<file path="src/rtl/dmem_wr_arbiter.sv">
// Round-robin arbiter for the data memory's second write port. External writers
// win ownership for bursts of up to MAXBUR words; core port-A writes to the same address stall the stage.
module dmem_wr_arbiter #(
  parameter int NREQ   = 4,
  parameter int NUBITS = 16,
  parameter int MDATAS = 64,
  parameter int MDATAW = $clog2(MDATAS),
  parameter int MAXBUR = 8
) (
  input  logic                       clk,
  input  logic                       rst,
  input  logic [NREQ-1:0]            req,
  input  logic [NREQ-1:0]            last,
  input  logic [NREQ*MDATAW-1:0]     addr,
  input  logic [NREQ*NUBITS-1:0]     data,
  output logic [NREQ-1:0]            gnt,
  input  logic                       core_wra,
  input  logic [MDATAW-1:0]          core_addr_wa,
  output logic                       mem_wrb,
  output logic [MDATAW-1:0]          mem_addr_wb,
  output logic [NUBITS-1:0]          mem_data_inb,
  output logic                       busy,
  output logic [$clog2(NREQ)-1:0]    owner,
  output logic                       dbg_state,
  output logic [$clog2(NREQ)-1:0]    dbg_rr
);

  localparam int OW = $clog2(NREQ);
  localparam int CW = $clog2(MAXBUR + 1);

  // Handshake: a requester keeps req/last/addr/data stable while req is high;
  // the word is taken in the cycle its gnt bit is high, and not before.

  typedef enum logic {S_IDLE = 1'b0, S_OWN = 1'b1} state_t;

  state_t              state, state_nx;
  logic [OW-1:0]       rr, rr_nx;
  logic [OW-1:0]       owner_nx;
  logic [CW-1:0]       cnt, cnt_nx, cnt_inc;
  logic                stv, stv_nx;
  logic                collide, stage_free, accept;
  logic                owner_req, owner_last;
  logic                found;
  logic [OW-1:0]       pick;
  logic [OW-1:0]       rr_inc;

  assign collide    = core_wra && (core_addr_wa == mem_addr_wb);
  assign mem_wrb    = stv && !collide;
  assign stage_free = !stv || mem_wrb;
  assign owner_req  = req[owner];
  assign owner_last = last[owner];
  assign accept     = (state == S_OWN) && owner_req && stage_free;
  assign cnt_inc    = cnt + 1'b1;
  assign rr_inc     = (owner == OW'(NREQ - 1)) ? '0 : owner + 1'b1;
  assign busy       = (state == S_OWN);
  assign dbg_state  = state;
  assign dbg_rr     = rr;

  // First requester at or after rr, wrapping modulo NREQ.
  always_comb begin
    found = 1'b0;
    pick  = '0;
    for (int i = 0; i < NREQ; i++) begin
      if (!found && req[(int'(rr) + i) % NREQ]) begin
        found = 1'b1;
        pick  = OW'((int'(rr) + i) % NREQ);
      end
    end
  end

  always_comb begin
    state_nx = state;
    owner_nx = owner;
    rr_nx    = rr;
    cnt_nx   = cnt;
    gnt      = '0;
    case (state)
      S_IDLE: begin
        if (found) begin
          owner_nx = pick;
          cnt_nx   = '0;
          state_nx = S_OWN;
        end
      end
      S_OWN: begin
        if (!owner_req) begin
          state_nx = S_IDLE;
          rr_nx    = rr_inc;
        end else if (accept) begin
          gnt[owner] = 1'b1;
          cnt_nx     = cnt_inc;
          if (owner_last || (cnt_inc == CW'(MAXBUR))) begin
            state_nx = S_IDLE;
            rr_nx    = rr_inc;
          end
        end
      end
      default: state_nx = S_IDLE;
    endcase
  end

  // A fresh accept refills the stage in the same cycle it drains.
  always_comb begin
    stv_nx = stv;
    if (accept)       stv_nx = 1'b1;
    else if (mem_wrb) stv_nx = 1'b0;
  end

  always_ff @(posedge clk or negedge rst) begin
    if (!rst) begin
      state <= S_IDLE;
      owner <= '0;
      rr    <= '0;
      cnt   <= '0;
      stv   <= 1'b0;
    end else begin
      state <= state_nx;
      owner <= owner_nx;
      rr    <= rr_nx;
      cnt   <= cnt_nx;
      stv   <= stv_nx;
    end
  end

  always_ff @(posedge clk or negedge rst) begin
    if (!rst) begin
      mem_addr_wb  <= '0;
      mem_data_inb <= '0;
    end else if (accept) begin
      mem_addr_wb  <= addr[owner*MDATAW +: MDATAW];
      mem_data_inb <= data[owner*NUBITS +: NUBITS];
    end
  end

endmodule

</file>
<file path="config.mk">
export PLATFORM = sky130hd
export DESIGN_NAME = dmem_wr_arbiter
export DESIGN_NICKNAME = d
export VERILOG_FILES = /design/src/rtl/dmem_wr_arbiter.sv
export SDC_FILE = /design/constraint.sdc
export NUM_CORES = 1
export LEC_CHECK = 0
export BUFFER_PORTS_ARGS = -buffer_cell sky130_fd_sc_hd__clkbuf_2
export CAP_MARGIN = 20
export CORE_MARGIN = 10
export CORE_UTILIZATION = 47
export DETAILED_ROUTE_END_ITERATION = 6
export PLACE_DENSITY = 0.87
export SLEW_MARGIN = 10
export SYNTH_ARGS = -nofsm -noshare
export SYNTH_HDL_FRONTEND = slang
export SYNTH_SLANG_ARGS = --single-unit
</file>
<file path="constraint.sdc">
create_clock -name clk -period 5 [get_ports clk]
set_clock_uncertainty 0.2 [all_clocks]
set_input_delay 0.25 -clock clk [delete_from_list [all_inputs] [get_ports clk]]
set_output_delay 0.25 -clock clk [all_outputs]
set_load 0.02 [all_outputs]
</file>
==> impl_metrics.env, run 1 <==
export IMPL_tritoncts="built"
export IMPL_grt_pass1_wl_microns=10800
export IMPL_synth_edff_count=0
export IMPL_ys_warnings_count=0
export IMPL_pwr_share_comb=0.592
export IMPL_cts_max_path_buffers=2
export IMPL_wl_microns=6880
export IMPL_start_kind="flip-flop"
export IMPL_tns_ns=0
export IMPL_die_width_microns=88.6
export IMPL_numCtsBuffers=5
export IMPL_cap_violations=0
export IMPL_yosysUniqueCellTypes=36
export IMPL_path_max_fanout=30
export IMPL_dr_pass1_iters=4
export IMPL_power_density_nw_per_um2=616
export IMPL_num_antenna_cells=0
export IMPL_dp_hpwl_microns=5620
export IMPL_yosysTopAreaCell="dfrtp_1"
export IMPL_grt_usage=0.181
export IMPL_synthTopCellsByArea="dfrtp_1 (36%), mux4_2 (21%), mux2_4 (13%), mux4_1 (3.6%), mux2_2 (3.1%)"
export IMPL_finalCriticalPeriod_ns=2.92
export IMPL_fp_dieArea_sq_um=7850
export IMPL_drc=0
export IMPL_syn_inst=158
export IMPL_vias=1889
export IMPL_syn_to_final_growth_pct=37.0
export IMPL_p_int_mw=1.10
export IMPL_ioPinCount=138
export IMPL_placed_cell_area_sq_um=2900
export IMPL_core_area_sq_um=4440
export IMPL_fin_hold_ws_ns=0.121
export IMPL_swShare=0.412
export IMPL_grt_ovfl_total=0
export IMPL_ys_ff_latch=32
export IMPL_synth_top_family_by_area="multiplexers"
export IMPL_ys_seq_area_frac=0.362
export IMPL_path_class="reg -> out"
export IMPL_grt_pass1_vias=2161
export IMPL_ant_nets=0
export IMPL_synth_mux_area_frac=0.418
export IMPL_seq_power_share=0.293
export IMPL_synthAdderAreaFrac=0.0283
export IMPL_layout_drive_gt1_share=0.661
export IMPL_max_freq_mhz=343
export IMPL_initialDrtViolationCount=87
export IMPL_critPathRequiredTime_ns=4.55
export IMPL_cts_setup_buffers=0
export IMPL_worstMarginPinSlew_ns=0.860
export IMPL_initial_core_util=0.497
export IMPL_arrival_ns=2.47
export IMPL_synth_avg_cell_area_sq_um=14.0
export IMPL_grt_max_degree=35
export IMPL_finalCritPeriodShare=0.584
export IMPL_clock_sinks=32
export IMPL_ir_worst_vdd_mv=0.371
export IMPL_via_per_inst=5.44
export IMPL_synth_ff_type="dfrtp_1"
export IMPL_slew_viol_final=0
export IMPL_finalHoldViolCount=0
export IMPL_port_buffers=137
export IMPL_rsz0062_at_grt="false"
export IMPL_endpoint_kind="output pin"
export IMPL_synth_simple_area_share=0.0696
export IMPL_synthesis_nets=268
export IMPL_p_leak_nw=1.55
export IMPL_clk_insertion_delay_late_ns=0.28
export IMPL_antenna_found_initial=0
export IMPL_globalplace_congestion=0.816
export IMPL_p_clk_frac=0.115
export IMPL_min_path_type="in -> reg"
export IMPL_path_clk_slew_ns=0.06
export IMPL_final_core_util=0.682
export IMPL_max_slew_margin=0.427
export IMPL_synth_top_area_frac=0.362
export IMPL_rows=24
export IMPL_synth_compound_area_frac=0.0532
export IMPL_die_h_microns=88.6
export IMPL_synthXorXnorAreaFrac=0.0277
export IMPL_synth_async_sr_flop_share=1.00
export IMPL_cts_htree_levels=2
export IMPL_p_switching_mw=0.768
export IMPL_finalSetupViolations=0
export IMPL_wl_per_cell_microns=19.8
export IMPL_synthesis_area_sq_um=2210
export IMPL_fin_nets=405
export IMPL_final_cell_area_sq_um=3030
export IMPL_root_buffer="clkbuf_8"
export IMPL_status="finished, final reports clean"
==> timing repair <==
item	in CTS	in global routing
hold buffers	1	0
endpoints found under the hold margin	32	0
gates resized for setup	0	0
==> cell type report <==
type / instances / area [sq um]
clock buffers: 7 / 96.3
fillers: 320 / 1420
flip-flops and latches: 32 / 802
well taps: 52 / 65.1
inverters: 6 / 22.5
repair buffers: 140 / 723
multi-input cells: 110 / 1320
==> power groups by stage <==
| stage | registers, mW | logic, mW | clock network [mW] |
|---|---|---|---|
| 6_report | 0.548 | 1.10 | 0.215 |
| 4_1_cts | 0.551 | 1.11 | 0.219 |
| 3_5_place_dp | 0.554 | 1.10 | 0 |
| 2_1_floorplan | 0.618 | 0.737 | 0 |
| 5_1_grt | 0.573 | 1.18 | 0.233 |
| 3_3_place_gp | 0.544 | 1.06 | 0 |
==> routing by layer <==
metal | part of all wire | global-route usage | wire, microns | vias to the layer above
li1 | - | - | - | 867
met1 | 0.37 | 0.186 | 2560 | 918
met2 | 0.52 | 0.326 | 3570 | 87
met3 | 0.075 | 0.0542 | 519 | 17
met4 | 0.033 | 0.0896 | 225 | 0
met5 | 0 | 0 | 0 | -
==> cells in the mapped netlist, types with 2 or more instances <==
master / count
dfrtp_1: 32
mux4_2: 21
mux2_4: 19
nand2_1: 12
inv_1: 6
mux2_2: 6
o21ai_0: 6
ha_1: 5
and2_1: 4
nor2_1: 4
xnor2_1: 4
buf_2: 3
buf_6: 3
mux4_1: 3
xor2_1: 3
a21boi_0: 2
a21o_1: 2
buf_1: 2
mux2i_1: 2
nand2b_1: 2
nor2b_1: 2
==> cell families (layout without fill, tap and decap cells) <==
| kind of cell | after synthesis | in the layout |
|---|---|---|
| mux | 51 | 51 |
| flops | 32 | 32 |
| simple gates | 30 | 30 |
| compound gates | 17 | 17 |
| buf+inv | 16 | 153 |
| xor+xnor | 7 | 7 |
| fa+ha+maj | 5 | 5 |
==> path summary, 6_finish.rpt <==
check / startpoint / end / slack [ns] / depth (start not counted)
max: owner[0] / gnt[0] / 2.08 / 5
min: req[0] / owner[0] / 0.12 / 4
max reg2reg: owner[0] / mem_addr_wb[5] / 2.26 / 5
min reg2reg: mem_data_inb[8] / mem_data_inb[8] / 0.31 / 1
max in group asynchronous: rst / owner[0] / 3.67 / 2
min in group asynchronous: rst / mem_data_inb[15] / 0.38 / 2
==> cell usage in the layout (no fill, tap or decap), types with 2 or more instances in the layout <==
master    Yosys  routed
a21boi_0      2       2
a21o_1        2       2
and2_1        4       4
clkbuf_2      0     137
clkbuf_8      0       7
dfrtp_1      32      31
ha_1          5       5
inv_1         6       6
mux2_2        6       6
mux2_4       19      19
mux2i_1       2       2
mux4_1        3       3
mux4_2       21      21
nand2_1      12      12
nand2b_1      2       2
nor2_1        4       4
nor2b_1       2       2
o21ai_0       6       6
xnor2_1       4       4
xor2_1        3       3
==> critical path, cell delays in order (launching register included) <==
cell      delay (ns)
dfrtp_2         0.93
mux4_2          0.39
nand2_2         0.08
a21oi_4         0.39
and2_1          0.21
clkbuf_2        0.17
==> registers in the layout, indices dropped and copies added (netlist names) <==
register	cells
mem_addr_wb	6
mem_data_inb	16
busy	1
stv	1
owner	2
cnt	4
dbg_rr	2
==> stage by stage <==
step / power (mW) / setup WS, ns / std cells
detailed placement: 1.65 / 1.74 / 338
finish: 1.87 / 2.08 / 347
CTS: 1.87 / 1.43 / 346
global placement: 1.61 / 1.83 / 338
global route: 1.99 / 1.90 / 347
floorplan: 1.35 / 2.74 / 158
No activity file was read; power rests on OpenSTA's default activity.
==> run 2, diff against run 1 <==
Settings changed: CORE_UTILIZATION 47 to 39, PLACE_DENSITY 0.87 to 0.77.
Clock period 5 ns to 2.6 ns, I/O delays scaled along.
==> impl_metrics.env, run 2 (same netlist as run 1, synthesis figures left out) <==
export IMPL_placed_cell_area_sq_um=2970
export IMPL_min_path_type="in -> reg"
export IMPL_arrival_ns=1.92
export IMPL_initial_core_util=0.401
export IMPL_grt_ovfl_total=0
export IMPL_path_clk_slew_ns=0.06
export IMPL_fp_dieArea_sq_um=9080
export IMPL_rsz0062_at_grt="false"
export IMPL_antenna_found_initial=0
export IMPL_die_h_microns=95.3
export IMPL_path_class="reg -> out"
export IMPL_ioPinCount=138
export IMPL_layout_drive_gt1_share=0.661
export IMPL_largestRegisters="mem_data_inb x16, mem_addr_wb x6, cnt x4"
export IMPL_die_width_microns=95.3
export IMPL_multi_input_area_sq_um=1320
export IMPL_cts_resized=0
export IMPL_seqCellArea_sq_um=802
export IMPL_grt_pass1_vias=2152
export IMPL_clk_insertion_delay_late_ns=0.27
export IMPL_via_per_inst=4.96
export IMPL_cts_max_path_buffers=2
export IMPL_endpoint_kind="output pin"
export IMPL_finalCriticalPeriod_ns=2.25
export IMPL_wl_microns=6690
export IMPL_dp_cells=364
export IMPL_grt_max_degree=33
export IMPL_num_antenna_cells=0
export IMPL_regMostFlops="mem_data_inb"
export IMPL_ir_worst_vdd_mv=0.809
export IMPL_final_cell_mix="clkbuf_2 (137), dfrtp_1 (31), mux4_2 (21)"
export IMPL_ant_nets=0
export IMPL_final_cell_area_sq_um=3070
export IMPL_critPathRequiredTime_ns=2.27
export IMPL_path_max_fanout=12
export IMPL_tritoncts="built"
export IMPL_globalplace_congestion=0.878
export IMPL_core_area_sq_um=5510
export IMPL_dp_slack_ns=0.563
export IMPL_fin_hold_ws_ns=0.0110
export IMPL_worstMarginPinSlew_ns=0.776
export IMPL_finalCritPeriodShare=0.865
export IMPL_dp_hpwl_microns=5750
export IMPL_initialDrtViolationCount=62
export IMPL_instances_no_fill=373
export IMPL_power_density_nw_per_um2=1160
export IMPL_fin_nets=410
export IMPL_drc=0
export IMPL_largest_reg_flops=16
export IMPL_dr_pass1_iters=4
export IMPL_clock_sinks=32
export IMPL_start_kind="flip-flop"
export IMPL_p_leak_nw=1.57
export IMPL_max_freq_mhz=445
export IMPL_total_power_mw=3.56
export IMPL_cap_violations=0
export IMPL_max_slew_margin=0.482
export IMPL_finalHoldViolCount=0
export IMPL_wl_per_cell_microns=17.9
export IMPL_port_buffers=137
export IMPL_slew_viol_final=0
export IMPL_grt_pass1_wl_microns=10700
export IMPL_layout_setup_ws_ns=0.351
export IMPL_cts_htree_levels=2
export IMPL_tns_ns=0
export IMPL_grt_usage=0.149
export IMPL_vias=1851
export IMPL_syn_to_final_growth_pct=39.0
export IMPL_rows=27
export IMPL_root_buffer="clkbuf_8"
export IMPL_final_common_cell="clkbuf_2"
export IMPL_final_core_util=0.558
export IMPL_numCtsBuffers=5
export IMPL_status="finished, final reports clean"
export IMPL_finalSetupViolations=0
export IMPL_fillers=494
==> run 2: final timing paths <==
kind	start	to	slack, ns	cells after the start
max	owner[0]	gnt[3]	0.35	6
min	req[0]	owner[1]	0.01	3
max reg2reg	owner[0]	mem_addr_wb[5]	0.57	5
min reg2reg	mem_data_inb[9]	mem_data_inb[9]	0.31	1
max in group asynchronous	rst	owner[0]	1.38	2
min in group asynchronous	rst	mem_data_inb[8]	0.28	2
==> run 2: area by class of cell <==
| class | count | share of cell area |
|---|---|---|
| Clock buffer | 8 | 0.0293 |
| Inverter | 6 | 0.00733 |
| Multi-Input combinational cell | 110 | 0.430 |
| Sequential cell | 32 | 0.261 |
| Tap cell | 72 | 0.0293 |
| Timing Repair Buffer | 145 | 0.243 |
==> run 2: power breakdown <==
| part | total [mW] | switching, mW | internal (mW) |
|---|---|---|---|
| Combinational | 2.22 | 1.07 | 1.15 |
| Clock | 0.381 | 0.165 | 0.216 |
| Sequential | 0.953 | 0.202 | 0.750 |
==> run 2: what timing repair did <==
item                                    CTS  global route
hold buffers                              1             0
buffers inserted                          0             0
endpoints found under the setup margin    0             0
hold endpoints to repair                 32             0
==> run 2: metal layers <==
layer,vias up,part of all wire,GRT usage
met5,-,0,0
met4,0,0.0048,0.0299
met3,4,0.10,0.0471
met2,77,0.50,0.263
met1,891,0.40,0.174
li1,879,-,-
==> run 2: critical path, stage by stage, from the launching register on <==
cell and delay [ns]:
dfrtp_2 0.41, mux4_2 0.54, nand2_2 0.13, a21oi_4 0.04, buf_4 0.20, and2_1 0.17, clkbuf_2 0.16
==> run 3, diff against run 2 <==
Settings changed: CAP_MARGIN 20 to 40, CORE_UTILIZATION 39 to 40, CTS_BUF_LIST from default to sky130_fd_sc_hd__clkbuf_4, PLACE_DENSITY 0.77 to 0.79.
==> impl_metrics.env, run 3 (same netlist as run 1, synthesis figures left out) <==
export IMPL_finalCritPeriodShare=0.841
export IMPL_ir_worst_vdd_mv=0.634
export IMPL_max_slew_margin=0.717
export IMPL_grt_pass1_vias=2129
export IMPL_ant_nets=0
export IMPL_setup_worst_path_start="owner[0]"
export IMPL_via_per_inst=5.06
export IMPL_min_path_type="in -> reg"
export IMPL_ioPinCount=138
export IMPL_fillers=471
export IMPL_drc=0
export IMPL_final_cell_area_sq_um=3090
export IMPL_wl_per_cell_microns=17.8
export IMPL_critPathRequiredTime_ns=2.27
export IMPL_tns_ns=0
export IMPL_finalSetupViolations=0
export IMPL_path_max_fanout=7
export IMPL_die_h_microns=94.3
export IMPL_cap_violations=0
export IMPL_dr_pass1_iters=4
export IMPL_endpoint="gnt[3]"
export IMPL_slew_viol_final=0
export IMPL_power_density_nw_per_um2=1110
export IMPL_num_antenna_cells=0
export IMPL_arrival_ns=1.86
export IMPL_port_buffers=137
export IMPL_grt_pass1_wl_microns=10600
export IMPL_largest_reg_flops=16
export IMPL_layout_setup_ws_ns=0.414
export IMPL_tritoncts="built"
export IMPL_path_clk_slew_ns=0.11
export IMPL_layout_drive_gt1_share=0.655
export IMPL_rr_endpoint="mem_data_inb[15]"
export IMPL_regMostFlops="mem_data_inb"
export IMPL_fin_nets=413
export IMPL_syn_to_final_growth_pct=39.8
export IMPL_dp_cells=362
export IMPL_root_buffer="clkbuf_4"
export IMPL_ff2ff_setup_slack_ns=0.50
export IMPL_total_power_mw=3.44
export IMPL_max_freq_mhz=457
export IMPL_dp_hpwl_microns=5570
export IMPL_die_width_microns=94.3
export IMPL_finalCriticalPeriod_ns=2.19
export IMPL_status="finished, final reports clean"
export IMPL_cts_max_path_buffers=2
export IMPL_grt_ovfl_total=0
export IMPL_placed_cell_area_sq_um=2970
export IMPL_worstMarginPinSlew_ns=0.424
export IMPL_vias=1902
export IMPL_wl_microns=6710
export IMPL_globalplace_congestion=0.872
export IMPL_numCtsBuffers=5
export IMPL_initialDrtViolationCount=61
export IMPL_reg2reg_depth=5
export IMPL_largestRegisters="mem_data_inb x16, mem_addr_wb x6, cnt x4"
export IMPL_clk_insertion_delay_late_ns=0.33
export IMPL_path_class="reg -> out"
export IMPL_final_common_cell="clkbuf_2"
export IMPL_regToRegStartpoint="owner[0]"
export IMPL_grt_usage=0.151
export IMPL_instances_no_fill=376
export IMPL_initial_core_util=0.406
export IMPL_final_cell_mix="clkbuf_2 (137), dfrtp_1 (31), mux4_2 (21)"
export IMPL_core_area_sq_um=5440
export IMPL_finalHoldViolCount=0
export IMPL_cts_htree_levels=2
export IMPL_clock_sinks=32
export IMPL_endpoint_kind="output pin"
export IMPL_final_core_util=0.568
export IMPL_dp_slack_ns=0.502
export IMPL_antenna_found_initial=0
export IMPL_p_leak_nw=1.57
export IMPL_grt_max_degree=33
export IMPL_fp_dieArea_sq_um=8900
export IMPL_fin_hold_ws_ns=0.0407
export IMPL_start_kind="flip-flop"
export IMPL_rows=27
export IMPL_rsz0062_at_grt="false"
==> run 3: power by group <==
part           total, mW  switching (mW)  internal [mW]
combinational       2.21            1.05           1.16
clock              0.271           0.172         0.0992
sequential         0.954           0.206          0.748
==> run 3: critical path, cell delays in order (launching register included) <==
cell and delay, ns:
dfrtp_2 0.48, mux4_2 0.54, nand2_2 0.12, a21oi_4 0.06
and2_1 0.17, clkbuf_2 0.16
==> run 3: worst min path at each step <==
stage / startpoint / to / cells past startpoint
3_5_place_dp: rst / mem_data_inb[7] / 1
6_report: data[33] / mem_data_inb[1] / 3
2_1_floorplan: rst / busy / 0
5_1_grt: data[33] / mem_data_inb[1] / 3
3_3_place_gp: rst / mem_data_inb[7] / 1
4_1_cts: data[33] / mem_data_inb[1] / 3
==> run 3: metal layers <==
metal / wire, microns / share of wire / global-route usage
met5: 0 / 0 / 0
met4: 31 / 0.0046 / 0.0430
met3: 688 / 0.10 / 0.0539
met2: 3310 / 0.49 / 0.255
met1: 2670 / 0.40 / 0.177
==> run 3: repair_timing <==
item / CTS / global route
endpoints found under the hold margin: 34 / 1
gates resized for setup: 0 / 0
setup buffers: 0 / 0
hold buffers: 4 / 1
==> run 3: cell type report <==
cell class | count | area, sq um | share of cell area
tap | 72 | 90.1 | 0.0291
multi-input combinational | 110 | 1320 | 0.427
clock buffer | 5 | 37.5 | 0.0121
clock inverter | 3 | 13.8 | 0.00445
timing repair buffer | 148 | 806 | 0.261
inverter | 6 | 22.5 | 0.00728
sequential | 32 | 802 | 0.259
